===== config.mk =====
export PLATFORM = sky130hd
export DESIGN_NAME = pipelined_shifter
export DESIGN_NICKNAME = d
export VERILOG_FILES = /design/src/rtl/pipelined_shifter.sv
export SDC_FILE = /design/constraint.sdc
export NUM_CORES = 1
export LEC_CHECK = 0
export BUFFER_PORTS_ARGS = -buffer_cell sky130_fd_sc_hd__buf_2
export CAP_MARGIN = 30
export CORE_MARGIN = 2
export CORE_UTILIZATION = 55
export CTS_CLUSTER_DIAMETER = 120
export DETAILED_ROUTE_END_ITERATION = 10
export PLACE_DENSITY = 0.84
export SKIP_LAST_GASP = 1
export SYNTH_ARGS = -nofsm -noshare
export SYNTH_HDL_FRONTEND = slang
export SYNTH_SLANG_ARGS = --single-unit

===== constraint.sdc =====
create_clock -name clk -period 3.61 [get_ports clk]
set_input_delay 0.1805 -clock clk [delete_from_list [all_inputs] [get_ports clk]]
set_output_delay 0.1805 -clock clk [all_outputs]
set_load 0.05 [all_outputs]

===== src/rtl/pipelined_shifter.sv =====
// rtl/pipelined_shifter.sv - pipelined N-bit barrel shifter (SLL/SRL/SRA/ROR), one registered stage per shamt bit
// Single global advance enable gives full backpressure; out_valid/out_data come straight from the last stage flops.
module pipelined_shifter #(
    parameter int N = 32
) (
    input  logic                   clk,
    input  logic                   rst,
    input  logic                   in_valid,
    output logic                   in_ready,
    input  logic [N-1:0]           in_data,
    input  logic [$clog2(N)-1:0]   in_shamt,
    input  logic [1:0]             in_op,
    output logic                   out_valid,
    input  logic                   out_ready,
    output logic [N-1:0]           out_data
);

    localparam int L = $clog2(N);

    localparam logic [1:0] OP_SLL = 2'b00;
    localparam logic [1:0] OP_SRL = 2'b01;
    localparam logic [1:0] OP_SRA = 2'b11;

    logic           valid_q [L];
    logic [N-1:0]   data_q  [L];
    logic [1:0]     op_q    [L];
    logic [L-1:0]   shamt_q [L];

    logic           stage_valid [L];
    logic [N-1:0]   stage_data  [L];
    logic [1:0]     stage_op    [L];
    logic [L-1:0]   stage_shamt [L];
    logic [N-1:0]   stage_next  [L];

    logic adv;

    assign adv       = !valid_q[L-1] || out_ready;
    assign in_ready  = adv;
    assign out_valid = valid_q[L-1];
    assign out_data  = data_q[L-1];

    // Stage 0 is fed by the port, every later stage by its predecessor's register.
    always_comb begin
        stage_valid[0] = in_valid;
        stage_data[0]  = in_data;
        stage_op[0]    = in_op;
        stage_shamt[0] = in_shamt;
        for (int s = 1; s < L; s++) begin
            stage_valid[s] = valid_q[s-1];
            stage_data[s]  = data_q[s-1];
            stage_op[s]    = op_q[s-1];
            stage_shamt[s] = shamt_q[s-1];
        end
    end

    // Stage s shifts by 2**s; SRA keeps the sign because each stage's incoming MSB already is the sign.
    always_comb begin
        for (int s = 0; s < L; s++) begin
            stage_next[s] = stage_data[s];
            if (stage_shamt[s][s]) begin
                case (stage_op[s])
                    OP_SLL:  stage_next[s] = stage_data[s] << (1 << s);
                    OP_SRL:  stage_next[s] = stage_data[s] >> (1 << s);
                    OP_SRA:  stage_next[s] = $signed(stage_data[s]) >>> (1 << s);
                    default: stage_next[s] = (stage_data[s] >> (1 << s))
                                           | (stage_data[s] << (N - (1 << s)));
                endcase
            end
        end
    end

    always_ff @(posedge clk) begin
        if (rst) begin
            for (int s = 0; s < L; s++) begin
                valid_q[s] <= 1'b0;
                data_q[s]  <= '0;
                op_q[s]    <= '0;
                shamt_q[s] <= '0;
            end
        end else if (adv) begin
            for (int s = 0; s < L; s++) begin
                valid_q[s] <= stage_valid[s];
                data_q[s]  <= stage_next[s];
                op_q[s]    <= stage_op[s];
                shamt_q[s] <= stage_shamt[s];
            end
        end
    end

endmodule


==> impl_metrics.py, run 1 <==
metrics = {
    "status": {
        "status": "complete, no violations",
    },
    "placed_design": {
        "postPlaceCellArea_sq_mm": 0.00996,
        "pre_cts_ws_ns": 1.69,
        "dpl.hpwl_um": 12200,
        "place_congestion": 0.866,
        "numPortBuffers": 76,
        "dp.cells": 1130,
    },
    "timing": {
        "setup_slack_ns": 1.63,
        "fmax_ghz": 0.504,
        "rsz0062_at_grt": "false",
        "max_slew.worst_pin.slew_ns": 1.01,
        "finalClockSkew_ns": 0.00718,
        "max_slew_margin_pct": 32.5,
        "fin_crit_ns": 1.98,
        "fin_crit_sh_pct": 54.9,
        "slew_viol_final": 0,
        "holdWs_ns": 0.0158,
        "final-hold-violation-count": 0,
        "tns_ns": 0,
        "setup_violations": 0,
    },
    "synth": {
        "netlist.area_leader.share_pct": 56.1,
        "syn_avg_cell_area_sq_um": 10.6,
        "synth_common_cells": "211 x nand2_1, 183 x edfxtp_1, 131 x nor2_1",
        "syn-num-nets": 972,
        "async_reset_ff_share_pct": 0,
        "synth-xor-area-share_pct": 0,
        "synth_adder_area_share_pct": 0,
        "synth_simple_gate_area_share_pct": 20.4,
        "synth_most_common_cell": "nand2_1",
        "postSynthCellCount": 929,
        "synth_compound_area_share_pct": 16.3,
        "mappedNetlistArea_sq_mm": 0.00980,
        "synth_top_cell_by_area": "edfxtp_1",
        "synthMuxAreaShare_pct": 0.332,
        "ys_warn_count": 0,
        "synth_top_family_by_area": "simple AND/OR/NAND/NOR gates",
        "synth_flop_cell": "edfxtp_1",
        "ys_ff_latch": 183,
        "synth_area_leaders": "edfxtp_1 56%, nand2_1 8.1%, a311oi_1 7.3%, nor2_1 5.0%, a311oi_2 4.3%",
        "ys_types": 35,
        "synth_edf_count": 183,
        "ys_seq_area_share_pct": 56.1,
    },
    "power_and_ir_drop": {
        "p_leak_nw": 3.99,
        "power_frac_comb_pct": 10.2,
        "pwr-share-clk_pct": 37.9,
        "intPower_mw": 3.76,
        "power_switching_mw": 1.24,
        "seqPwrFrac_pct": 51.9,
        "power_mw": 4.99,
        "switching_share_pct": 24.8,
        "peakVddDrop_v": 0.000333,
        "p_per_area_mw_per_mm2": 473,
    },
    "grt": {
        "grt-ovfl-total": 0,
        "antenna_found_initial": 0,
        "grt_max_degree": 77,
        "grt_use_total_pct": 20.0,
        "grt_pass1_wl_um": 29400,
        "grt_pass1_vias": 5996,
    },
    "detailed_routing": {
        "firstDrtPassIters": 5,
        "vias_per_cell": 5.82,
        "initialDrtViolationCount": 448,
        "vias": 6763,
        "drc_errors": 0,
        "routed_wirelength_um": 18200,
        "drtAntennaViolNets": 0,
        "post_drt_wl_per_cell_um": 15.6,
    },
    "floorplanning": {
        "core_sq_mm": 0.0174,
        "rows": 48,
        "die_x_um": 137,
        "die_y_um": 137,
        "dieArea_sq_mm": 0.0189,
        "io-pin-count": 77,
        "start_util_pct": 56.5,
    },
    "clocking": {
        "cts_setup_buffers": 0,
        "hold_buffers": 0,
        "cts-resized-gates": 0,
        "cts_tree": "yes",
        "numCtsBuffers": 17,
        "path_clk_slew_ns": 0.07,
        "htree_levels": 4,
        "cts.path.max_buffers": 2,
        "root_buffer": "clkbuf_16",
        "clk-insertion-delay-late_ns": 0.43,
        "clock-sinks": 183,
    },
    "layout": {
        "antennaDiodeCount": 0,
        "synthToLayoutAreaGrowth_pct": 7.75,
        "drive_above_1_share_pct": 19.2,
        "fin_nets": 967,
        "final_area_sq_mm": 0.0106,
        "instances_no_fill": 1162,
        "n_fill_cell": 1366,
        "postLayoutCoreUtil_pct": 60.8,
    },
    "worst_setup_path": {
        "endpoint_kind": "register",
        "arrival_ns": 2.24,
        "criticalPathCategory": "reg2reg",
        "cp-start-kind": "register",
        "r2r_slack_ns": 1.63,
        "worstPathMaxFanout": 28,
        "cp.required_ns": 3.87,
        "worstSetupStartpoint": "op_q[0][2]",
        "reg2reg_from": "op_q[0][2]",
    },
    "min_path": {
        "min_from": "in_valid",
        "hold_class": "in2reg",
    },
    "flow_run": {
        "maxCapViolCount": 0,
    },
}
-- critical path, stage by stage (launching register included) --
cell	delay [ns]
edfxtp_1	0.52
or2_1	0.79
nand2_1	0.19
a311oi_2	0.29
-- power groups by stage --
| stage | clock network [mW] | registers (mW) | logic, mW |
|---|---|---|---|
| after floorplan | 0 | 2.58 | 0.447 |
| after global placement | 0 | 2.63 | 0.482 |
| after detailed placement | 0 | 2.64 | 0.506 |
| after CTS | 1.90 | 2.59 | 0.509 |
| after global routing | 1.98 | 2.61 | 0.564 |
| final | 1.89 | 2.59 | 0.509 |
-- layer usage --
layer	routed length, um	track usage (%)	vias to the layer above
met3	846	3.75	25
li1	-	-	3324
met4	406	8.25	0
met2	9360	35.3	226
met1	7550	24.2	3188
met5	0	0	-
-- state kept, by name, summed over array words and instances (netlist names) --
| name | flops |
|---|---|
| data_q | 160 |
| op_q | 8 |
| shamt_q | 10 |
| valid_q | 5 |
-- layout by cell type, fill, tap and decap left out, types with 17 or more instances in the layout --
master       n
buf_2       76
a21oi_1     31
edfxtp_1   183
nor2_1     131
and2_1      23
nor2b_1     26
nand2_1    211
clkbuf_16   17
a311oi_1    82
a311oi_2    28
-- final timing paths --
path / end / cells past startpoint
worst min-delay path: valid_q[0][0] / 2
worst min register to register: shamt_q[0][7] / 1
worst max register to register: data_q[0][91] / 3
worst max-delay path: data_q[0][91] / 3
-- layout make-up --
class | count | area [sq um] | share of cell area (%)
clock buffer | 17 | 425 | 4.03
timing repair buffer | 90 | 551 | 5.21
clock inverter | 15 | 176 | 1.67
multi-input combinational | 632 | 3630 | 34.4
tap | 225 | 282 | 2.67
sequential | 183 | 5500 | 52.0
-- logic make-up (layout without fill, tap and decap cells) --
kind of cell | Yosys count | in the layout
AO/OA/AOI/OAI | 177 | 177
buffers and inverters | 114 | 122
flip-flops | 183 | 183
multiplexers | 3 | 3
AND/OR/NAND/NOR | 452 | 452
(Power assumes the default switching activity.)
==> run 2: changes to the inputs <==
PLACE_DENSITY = 0.87   (was 0.84)
clock period = 1.8 ns   (was 3.61 ns; I/O delays follow)
==> run 2 against run 1 <==
  * Hold slack better by 0.034 ns
  * Clock skew up 0.0048 ns
  * Final area up 2.3%
  * Sequential power up 100%
  * Setup slack worse by 1.5 ns
  * Maximum frequency up 19%
  * Critical endpoint is now data_q[0][123]
  * Clock power up 87%
  * Core utilization up 1.4 points
  * Sequential share of layout area down 1.2 points
==> impl_metrics.py, run 2 (synthesis results as in run 1) <==
metrics = {
    "status": {
        "status": "complete, no violations",
    },
    "timing": {
        "slew_viol_final": 0,
        "finalClockSkew_ns": 0.0119,
        "final-hold-violation-count": 0,
        "setup_violations": 0,
        "max_slew_margin_pct": 60.0,
        "tns_ns": 0,
        "fin_crit_sh_pct": 92.2,
        "max_slew.worst_pin.slew_ns": 0.599,
        "fin_crit_ns": 1.66,
        "fmax_ghz": 0.603,
        "rsz0062_at_grt": "false",
    },
    "layout": {
        "antennaDiodeCount": 0,
        "final_cell_mix": "211 x nand2_1, 183 x edfxtp_1, 131 x nor2_1",
        "synthToLayoutAreaGrowth_pct": 10.2,
        "regMostFlops": "data_q",
        "instances_no_fill": 1185,
        "fin_nets": 990,
        "n_fill_cell": 1326,
        "drive_above_1_share_pct": 20.3,
        "reg_top3": "data_q x160, shamt_q x10, op_q x8",
        "final_common_cell": "nand2_1",
        "postLayoutCoreUtil_pct": 62.2,
        "largest_reg_flops": 160,
    },
    "worst_setup_path": {
        "cp.required_ns": 1.99,
        "criticalPathCategory": "reg2reg",
        "worstSetupStartpoint": "op_q[0][4]",
        "worstPathMaxFanout": 8,
        "reg2reg_depth": 4,
        "reg2reg_from": "op_q[0][4]",
        "cp-start-kind": "register",
        "arrival_ns": 1.85,
        "endpoint_kind": "register",
    },
    "min_path": {
        "min_from": "in_data[0]",
        "hold_depth": 3,
        "hold_class": "in2reg",
    },
    "grt": {
        "grt_pass1_wl_um": 29800,
        "grt_use_total_pct": 20.4,
        "grt-ovfl-total": 0,
        "grt_max_degree": 65,
        "grt_pass1_vias": 6159,
        "antenna_found_initial": 0,
    },
    "detailed_routing": {
        "initialDrtViolationCount": 509,
        "drc_errors": 0,
        "vias_per_cell": 5.77,
        "firstDrtPassIters": 6,
        "post_drt_wl_per_cell_um": 15.4,
        "routed_wirelength_um": 18300,
        "vias": 6843,
        "drtAntennaViolNets": 0,
    },
    "power_and_ir_drop": {
        "power_mw": 9.82,
        "peakVddDrop_v": 0.000681,
        "p_per_area_mw_per_mm2": 909,
        "p_leak_nw": 4.12,
    },
    "clocking": {
        "root_buffer": "clkbuf_16",
        "cts-resized-gates": 0,
        "cts.path.max_buffers": 2,
        "htree_levels": 4,
        "path_clk_slew_ns": 0.06,
        "clock-sinks": 183,
        "numCtsBuffers": 17,
        "clk-insertion-delay-late_ns": 0.44,
        "cts_tree": "yes",
    },
    "floorplanning": {
        "die_y_um": 137,
        "dieArea_sq_mm": 0.0189,
        "rows": 48,
        "io-pin-count": 77,
        "core_sq_mm": 0.0174,
        "start_util_pct": 56.5,
        "die_x_um": 137,
    },
    "placed_design": {
        "dp.cells": 1146,
        "dpl.hpwl_um": 12200,
        "numPortBuffers": 76,
        "place_congestion": 0.912,
    },
    "flow_run": {
        "maxCapViolCount": 0,
    },
}
==> run 2: critical path, cell delays in order, from the launching register on <==
cell and delay, ns:
edfxtp_1 0.41, buf_4 0.19, and2_1 0.28, o21ai_0 0.13
a311oi_1 0.42
==> run 2: final cells by class <==
cell class	count	area, sq um	area share (%)
clock buffers	19	433	4.01
well taps	225	282	2.61
multi-input cells	632	3640	33.7
clock inverters	13	131	1.22
repair buffers	113	826	7.64
flip-flops and latches	183	5500	50.9
==> run 2: where the power goes <==
part,switching (mW),internal [mW]
logic,0.683,0.423
registers,0.206,4.98
clock network,1.50,2.03
==> run 2: worst paths after layout <==
path               endpoint  slack, ns
max          data_q[0][123]       0.14
min            data_q[0][0]       0.05
min reg2reg  shamt_q[0][14]       0.52
max reg2reg  data_q[0][123]       0.14
==> run 2: what timing repair did <==
item / in CTS / in global routing
hold buffers: 7 / 0
buffers inserted: 0 / 0
hold endpoints to repair: 7 / 0
==> run 2: per-layer routing <==
metal,GRT usage [%],vias up,part of all wire [%]
met5,0,-,0
met4,8.19,0,2.4
met3,4.27,30,5.5
met2,36.8,272,52
met1,23.8,3174,40
li1,-,3367,-
==> run 2: per-stage QoR <==
step / hold slack [ns] / area (sq um) / setup slack (ns)
finish: 0.0501 / 10800 / 0.140
global route: 0.0458 / 10800 / 0.0497
CTS: 0.0393 / 10800 / 0.129
detailed placement: 0.370 / 10200 / 0.148
global placement: 0.372 / 10200 / 0.239
floorplan: 0.288 / 9810 / -0.919
